==> src/rtl/sw_debounce.sv <==
`default_nettype none
// sw_debounce -- 2-flop sync + tick-paced debounce of 16 switches and active-low pushbutton, Wishbone divider/switch regs. Rev 1.0
// Optional SW_DEBOUNCE_IRQ_EN: adds sticky irq_o, set on switch change, cleared by a write to address 0.
module sw_debounce #(
  parameter int TICK_DIV = 50000,
  parameter int DB_TICKS = 4
) (
  input  logic        wb_clk_i,
  input  logic        wb_rst_i,
  input  logic        wb_adr_i,
  input  logic [15:0] wb_dat_i,
  output logic [15:0] wb_dat_o,
  input  logic [1:0]  wb_sel_i,
  input  logic        wb_we_i,
  input  logic        wb_stb_i,
  input  logic        wb_cyc_i,
  output logic        wb_ack_o,
  input  logic [15:0] sw_raw_i,
  input  logic        pb_raw_i,
  output logic [15:0] sw_o,
  output logic        pb_o,
  output logic        tick_o,
`ifdef SW_DEBOUNCE_IRQ_EN
  output logic        irq_o,
`endif
  output logic        change_o
);

  localparam logic [15:0] DIV_RST = 16'(TICK_DIV - 1);
  localparam logic [2:0]  DB_LAST = 3'(DB_TICKS - 1);
  // Bit 16 carries the pushbutton, which idles high.
  localparam logic [16:0] IN_RST  = 17'h1_0000;

  logic [16:0] meta;
  logic [16:0] sync;
  logic [16:0] db_out;
  logic [15:0] div_reg;
  logic [15:0] presc;
  logic [15:0] div_new;
  logic [15:0] sw_prev;
  logic        tick;
  logic        change;
  logic        ack;
  logic        wr_div;

  assign ack     = wb_cyc_i & wb_stb_i;
  assign wr_div  = ack & wb_we_i & wb_adr_i;
  assign div_new = {wb_sel_i[1] ? wb_dat_i[15:8] : div_reg[15:8],
                    wb_sel_i[0] ? wb_dat_i[7:0]  : div_reg[7:0]};

  always_ff @(posedge wb_clk_i) begin
    if (wb_rst_i) begin
      meta <= IN_RST;
      sync <= IN_RST;
    end else begin
      meta <= {pb_raw_i, sw_raw_i};
      sync <= meta;
    end
  end

  // A divider write restarts the period from the new value and suppresses the tick on that edge.
  always_ff @(posedge wb_clk_i) begin
    if (wb_rst_i) begin
      div_reg <= DIV_RST;
      presc   <= DIV_RST;
      tick    <= 1'b0;
    end else if (wr_div) begin
      div_reg <= div_new;
      presc   <= div_new;
      tick    <= 1'b0;
    end else if (presc == 16'd0) begin
      presc <= div_reg;
      tick  <= 1'b1;
    end else begin
      presc <= presc - 16'd1;
      tick  <= 1'b0;
    end
  end

  generate
    for (genvar i = 0; i < 17; i++) begin : g_db
      logic [2:0] cnt;
      logic       out_q;
      always_ff @(posedge wb_clk_i) begin
        if (wb_rst_i) begin
          cnt   <= 3'd0;
          out_q <= IN_RST[i];
        end else if (sync[i] == out_q) begin
          cnt <= 3'd0;
        end else if (tick) begin
          if (cnt == DB_LAST) begin
            out_q <= sync[i];
            cnt   <= 3'd0;
          end else begin
            cnt <= cnt + 3'd1;
          end
        end
      end
      assign db_out[i] = out_q;
    end
  endgenerate

  always_ff @(posedge wb_clk_i) begin
    if (wb_rst_i) begin
      sw_prev <= 16'h0000;
      change  <= 1'b0;
    end else begin
      sw_prev <= db_out[15:0];
      change  <= |(db_out[15:0] ^ sw_prev);
    end
  end

`ifdef SW_DEBOUNCE_IRQ_EN
  logic irq;
  logic wr_sw;
  assign wr_sw = ack & wb_we_i & ~wb_adr_i;

  always_ff @(posedge wb_clk_i) begin
    if (wb_rst_i)
      irq <= 1'b0;
    else if (change)
      irq <= 1'b1;
    else if (wr_sw)
      irq <= 1'b0;
  end
  assign irq_o = irq;
`endif

  assign wb_ack_o = ack;
  assign wb_dat_o = wb_adr_i ? div_reg : db_out[15:0];
  assign sw_o     = db_out[15:0];
  assign pb_o     = db_out[16];
  assign tick_o   = tick;
  assign change_o = change;

endmodule
`default_nettype wire

==> config.mk <==
export PLATFORM = sky130hd
export DESIGN_NAME = sw_debounce
export DESIGN_NICKNAME = d
export VERILOG_FILES = /design/src/rtl/sw_debounce.sv
export SDC_FILE = /design/constraint.sdc
export NUM_CORES = 1
export LEC_CHECK = 0
export ABC_CLOCK_PERIOD_IN_PS = 3300
export CORE_MARGIN = 3
export CORE_UTILIZATION = 59
export CTS_CLUSTER_DIAMETER = 50
export CTS_CLUSTER_SIZE = 40
export DETAILED_ROUTE_END_ITERATION = 6
export PLACE_DENSITY = 0.9
export RECOVER_POWER = 25
export SYNTH_ARGS = -nofsm -noshare
export SYNTH_HDL_FRONTEND = slang
export SYNTH_SLANG_ARGS = --single-unit
==> constraint.sdc <==
create_clock -name wb_clk_i -period 3.3 [get_ports wb_clk_i]
set_input_delay 0.33 -clock wb_clk_i [delete_from_list [all_inputs] [get_ports wb_clk_i]]
set_output_delay 0.33 -clock wb_clk_i [all_outputs]
set_load 0.02 [all_outputs]
# Word level (Yosys, flattened, before mapping)
# Index checks and enable logic that the tools add are counted.
# W data, S select, Z words.
[word_totals]
register_bits = 152
latchBits = 0
mem_bits_rw = 0
mem_bits_ro = 0
inputBits = 41
output_inout_bits = 36
wordCells = 174
n_memories = 0
[op_classes]
n_addsub = 18
multipliers = 0
div = 0
n_lt_le_gt_ge = 0
eq_ne = 34
n_shift = 0
muxes = 23
bitwise_logic = 21
reduce_logical = 37
[ops]
columns = ["op", "n"]
rows = [
  ["$add A3 B1 Y3 const B", 17],
  ["$eq A3 B2 Y1 const B", 17],
  ["$mux W3", 17],
  ["$reduce_and A3 Y1", 17],
  ["$mux W16", 3],
  ["$reduce_or A2 Y1", 18],
  ["$eq A1 B1 Y1", 17],
  ["$not A1 Y1", 17],
  ["$logic_not A16 Y1", 1],
  ["$mux W8", 2],
  ["$reduce_or A16 Y1", 1],
  ["$sub A16 B1 Y16 const B", 1],
  ["$xor A16 B16 Y16", 1],
  ["$and A1 B1 Y1", 3],
  ["$mux W1", 1],
]

# Logic depth before layout (Yosys ltp)
[depth]
ltp_word = 4
ltp_mapped = 8
depth_no_buf = 7

# Worst setup path before layout
# OpenSTA, ideal clock, no wires.
[synth_path]
path_kind = "reg2reg"
startpoint = "register presc[0]"
endpoint = "register presc[14]"
setup_ps = 127
arrival_time_ps = 1552
required_time_ps = 3173
slack_ps = 1621
path_stages_with_launch = 8
n_path_buf = 0
period_less_slack_ps = 1679
cell_sequence = "dfxtp_1 > inv_1 > ha_1 > nor3b_2 > nand4_1 > xor2_1 > a21oi_1 > or3_1"
[synth_via]
elab_chain_len = 3
elab_cells_between_ends = 4
classes_between = "1 x add/sub; 2 x mux; 1 x reduce/logical"
[synth_lines]
columns = ["element", "line_no", "text"]
rows = [
  ["from (decl)", "38", "logic [15:0] presc;"],
  ["from (signal assigned)", "69", "presc <= div_new;"],
  ["from (signal assigned)", "72", "presc <= div_reg;"],
  ["from (signal assigned)", "75", "presc <= presc - 16'd1;"],
  ["$sub A16 B1 Y16 / $logic_not A16 Y1 (equally long branches)", "75, 71", ""],
  ["$mux W16 (*)", "71", "end else if (presc == 16'd0) begin"],
  ["$mux W16 (*)", "67", "end else if (wr_div) begin"],
]
# Mark *: on every way between the ends. The rest lies on a longest branch, timed or not.
# A chain may end at the register's enable or synchronous reset.

# Worst setup path after layout
[layout_path]
startpoint = "input wb_adr_i"
endpoint = "output wb_dat_o[1]"
[layout_via]
elab_chain_len = 1
[layout_lines]
columns = ["element", "line_no", "text"]
rows = [
  ["from (decl)", "10", "input logic wb_adr_i,"],
  ["$mux W16", "130", "assign wb_dat_o = wb_adr_i ? div_reg : db_out[15:0];"],
  ["to (decl)", "12", "output logic [15:0] wb_dat_o,"],
]
# No other way between the ends.

==> metrics.txt <==
status finished with violations; violations in the final reports max-capacitance violations, max-slew violations; worst setup margin 0.673 ns; Area Overhead vs Synth 19.7%; routed vias/inst 5.51; Biggest register g_db.cnt; initial DRC count 310; post-synth top area share 45.6%; largest net degree at the start of global routing 80; DRT Pass-1 Iters 5; dominant synthesized flop cell dfxtp_1; # fillers 753; Distinct cells, synth 47; Post-synth EDFFs 0; Gates resized, CTS repair 0; max FFs per register 51; Initial Util 61.0%; Worst Clk Skew 0.00510 ns; Critical Path AT 2.30 ns; Largest regs g_db.cnt x51, meta x17, sync x17; hold buffer count at cts 0; DP HPWL 9730 um; CTS Sinks 152; top area cells in the synthesized netlist dfxtp_1 46%, mux2i_1 6.3%, xor2_1 5.1%, nor2_1 4.6%, nor2b_1 4.6%; critical path startpoint category input pin; met3 Use GR 5.93%; Post-Synthesis Cell Area 0.00667 mm2; sequential-to-total area share from yosys stat 45.6%; total track usage 23.7%; H-tree lvl count 4; fin nets 821; Ys Warns 0; Clock Path Buffers 2; Clock Pin Slew Worst Setup and Hold Paths 0.06 ns; DRC 0; WL final 14300 um; port bufs 76; Power Dens Cells 517 mW/mm2; RSZ-0062 raised after global routing false; Synth Instances 712; dpl ws 0.679 ns; Worst Hold Class reg -> reg; FMAX 381 MHz; #FFs+latches synth 152; max-cap viol count 1; io pins 77; Final Critical Period 2.63 ns; maximum vdd drop 0.419 mV; Fin. Hold Viols 0; final setup TNS 0 ns; Die W 112 um; final setup fails 0; Slew HR -1.36%; top cells by count, synth 152 x dfxtp_1, 82 x nor2_1, 54 x nand2_1, 49 x nor2b_1, 45 x nand2b_1; Num CTS Buffers 17; RD Place Congestion 0.850; Post-CTS Setup Inserts 0; Vias 5032; per-cell routed wire length 15.6 um; share of cells above drive strength 1 9.04%; count leader, synth dfxtp_1; Avg Inst Size Synth 9.36 um2; grt ovf 0; Crit Path Class in -> out; gr busiest metal met2; CTS tree yes; vias in the first global route 5164; Post-Syn Nets 772; Critical Path RT 2.97 ns; final period utilization 79.6%; post-synthesis async set-or-reset flop share 0%; core area 0.0109 mm2; Chip Height 112 um; CP endpoint kind primary output; # diodes 0; row cnt 38; critical-path maximum fanout 18; clock root buffer clkbuf_16; leakage 3.10 nW; Worst Tran Pin Value 1.52 ns; met1 Use GR 28.0%; fin. max-slew vios 80; initial antenna violation count 0; first-pass GRT wire length 24300 um; post-synth top area cell dfxtp_1; worst-skew pair later-pin latency 0.42 ns; Detail Route Antenna Nets 0; die area 0.0126 mm2; Global Route met2 Usage 41.5%
==> worst paths after layout <==
path	from	end	slack (ns)	cells after the start
worst max-delay path	wb_adr_i	wb_dat_o[1]	0.67	3
worst min-delay path	meta[16]$_SDFF_PP1_	sync[16]$_SDFF_PP1_	0.42	1
worst max register to register	presc[1]$_SDFF_PP1_	presc[14]$_SDFF_PP1_	0.93	7
worst min register to register	meta[16]$_SDFF_PP1_	sync[16]$_SDFF_PP1_	0.42	1
==> metal layers <==
layer,up-vias,part of all wire [%]
met1,2393,42
met4,0,2.4
met5,-,0
li1,2479,-
met3,30,4.2
met2,130,52
==> final cells by class <==
type	instances	area, um2	share of cell area [%]
Clock inverter	15	201	2.53
Sequential cell	152	3040	38.2
Tap cell	140	175	2.20
Multi-Input combinational cell	499	3300	41.4
Inverter	10	37.5	0.471
Timing Repair Buffer	81	790	9.90
Clock buffer	17	425	5.33
==> critical path: stages <==
cell and delay, ns:
clkdlybuf4s50_1 0.99, mux2_2 0.42, clkdlybuf4s50_1 0.55
==> power breakdown <==
part	internal, mW	switching (mW)	leakage [nW]
sequential	1.87	0.0253	1.23
combinational	0.111	0.0906	1.57
clock	1.27	0.765	0.300
==> per-stage QoR <==
| stage | hold slack [ns] | total power [mW] | cells | util (%) | area, um2 |
|---|---|---|---|---|---|
| 6_report | 0.418 | 4.13 | 914 | 73.0 | 7980 |
| 5_1_grt | 0.442 | 4.25 | 914 | 73.0 | 7980 |
| 4_1_cts | 0.421 | 4.15 | 914 | 73.0 | 7980 |
| 3_5_place_dp | 0.407 | 2.13 | 882 | 67.3 | 7360 |
| 3_3_place_gp | 0.407 | 2.12 | 882 | 67.3 | 7360 |
| 2_1_floorplan | 0.389 | 2.04 | 712 | - | 6670 |
==> layout by cell type, fill, tap and decap left out, types with 3 or more instances in the layout <==
cell type        count
buf_4                4
inv_1               10
o21ai_0             13
a211o_1             12
xor2_1              39
a21oi_1             43
a31oi_1              3
dfxtp_1            151
nor4_1               4
ha_1                19
mux2_2              22
nand2b_1            45
nor3_1               5
clkdlybuf4s50_1     75
clkinv_2             3
clkbuf_16           17
clkinvlp_4           3
nor2b_1             49
nand3b_1            10
bufinv_16            4
or3_1                5
xnor2_1              6
nand4_1              3
nor2_1              82
clkinv_4             3
mux2i_1             42
nand2_1             54
nand3_1             15
==> logic make-up (layout without fill, tap and decap cells) <==
kind of cell             after synthesis  count (layout)  synth area share (%)
adder cells (fa/ha/maj)               19              19                  3.57
multiplexers                          64              64                  10.0
XOR/XNOR                              45              45                  5.91
AND/OR/NAND/NOR                      289             289                  22.7
AO/OA/AOI/OAI                         82              82                  7.34
flip-flops                           152             152                  45.6
buffers and inverters                 61             123                  4.79
(Power assumes the default switching activity.)
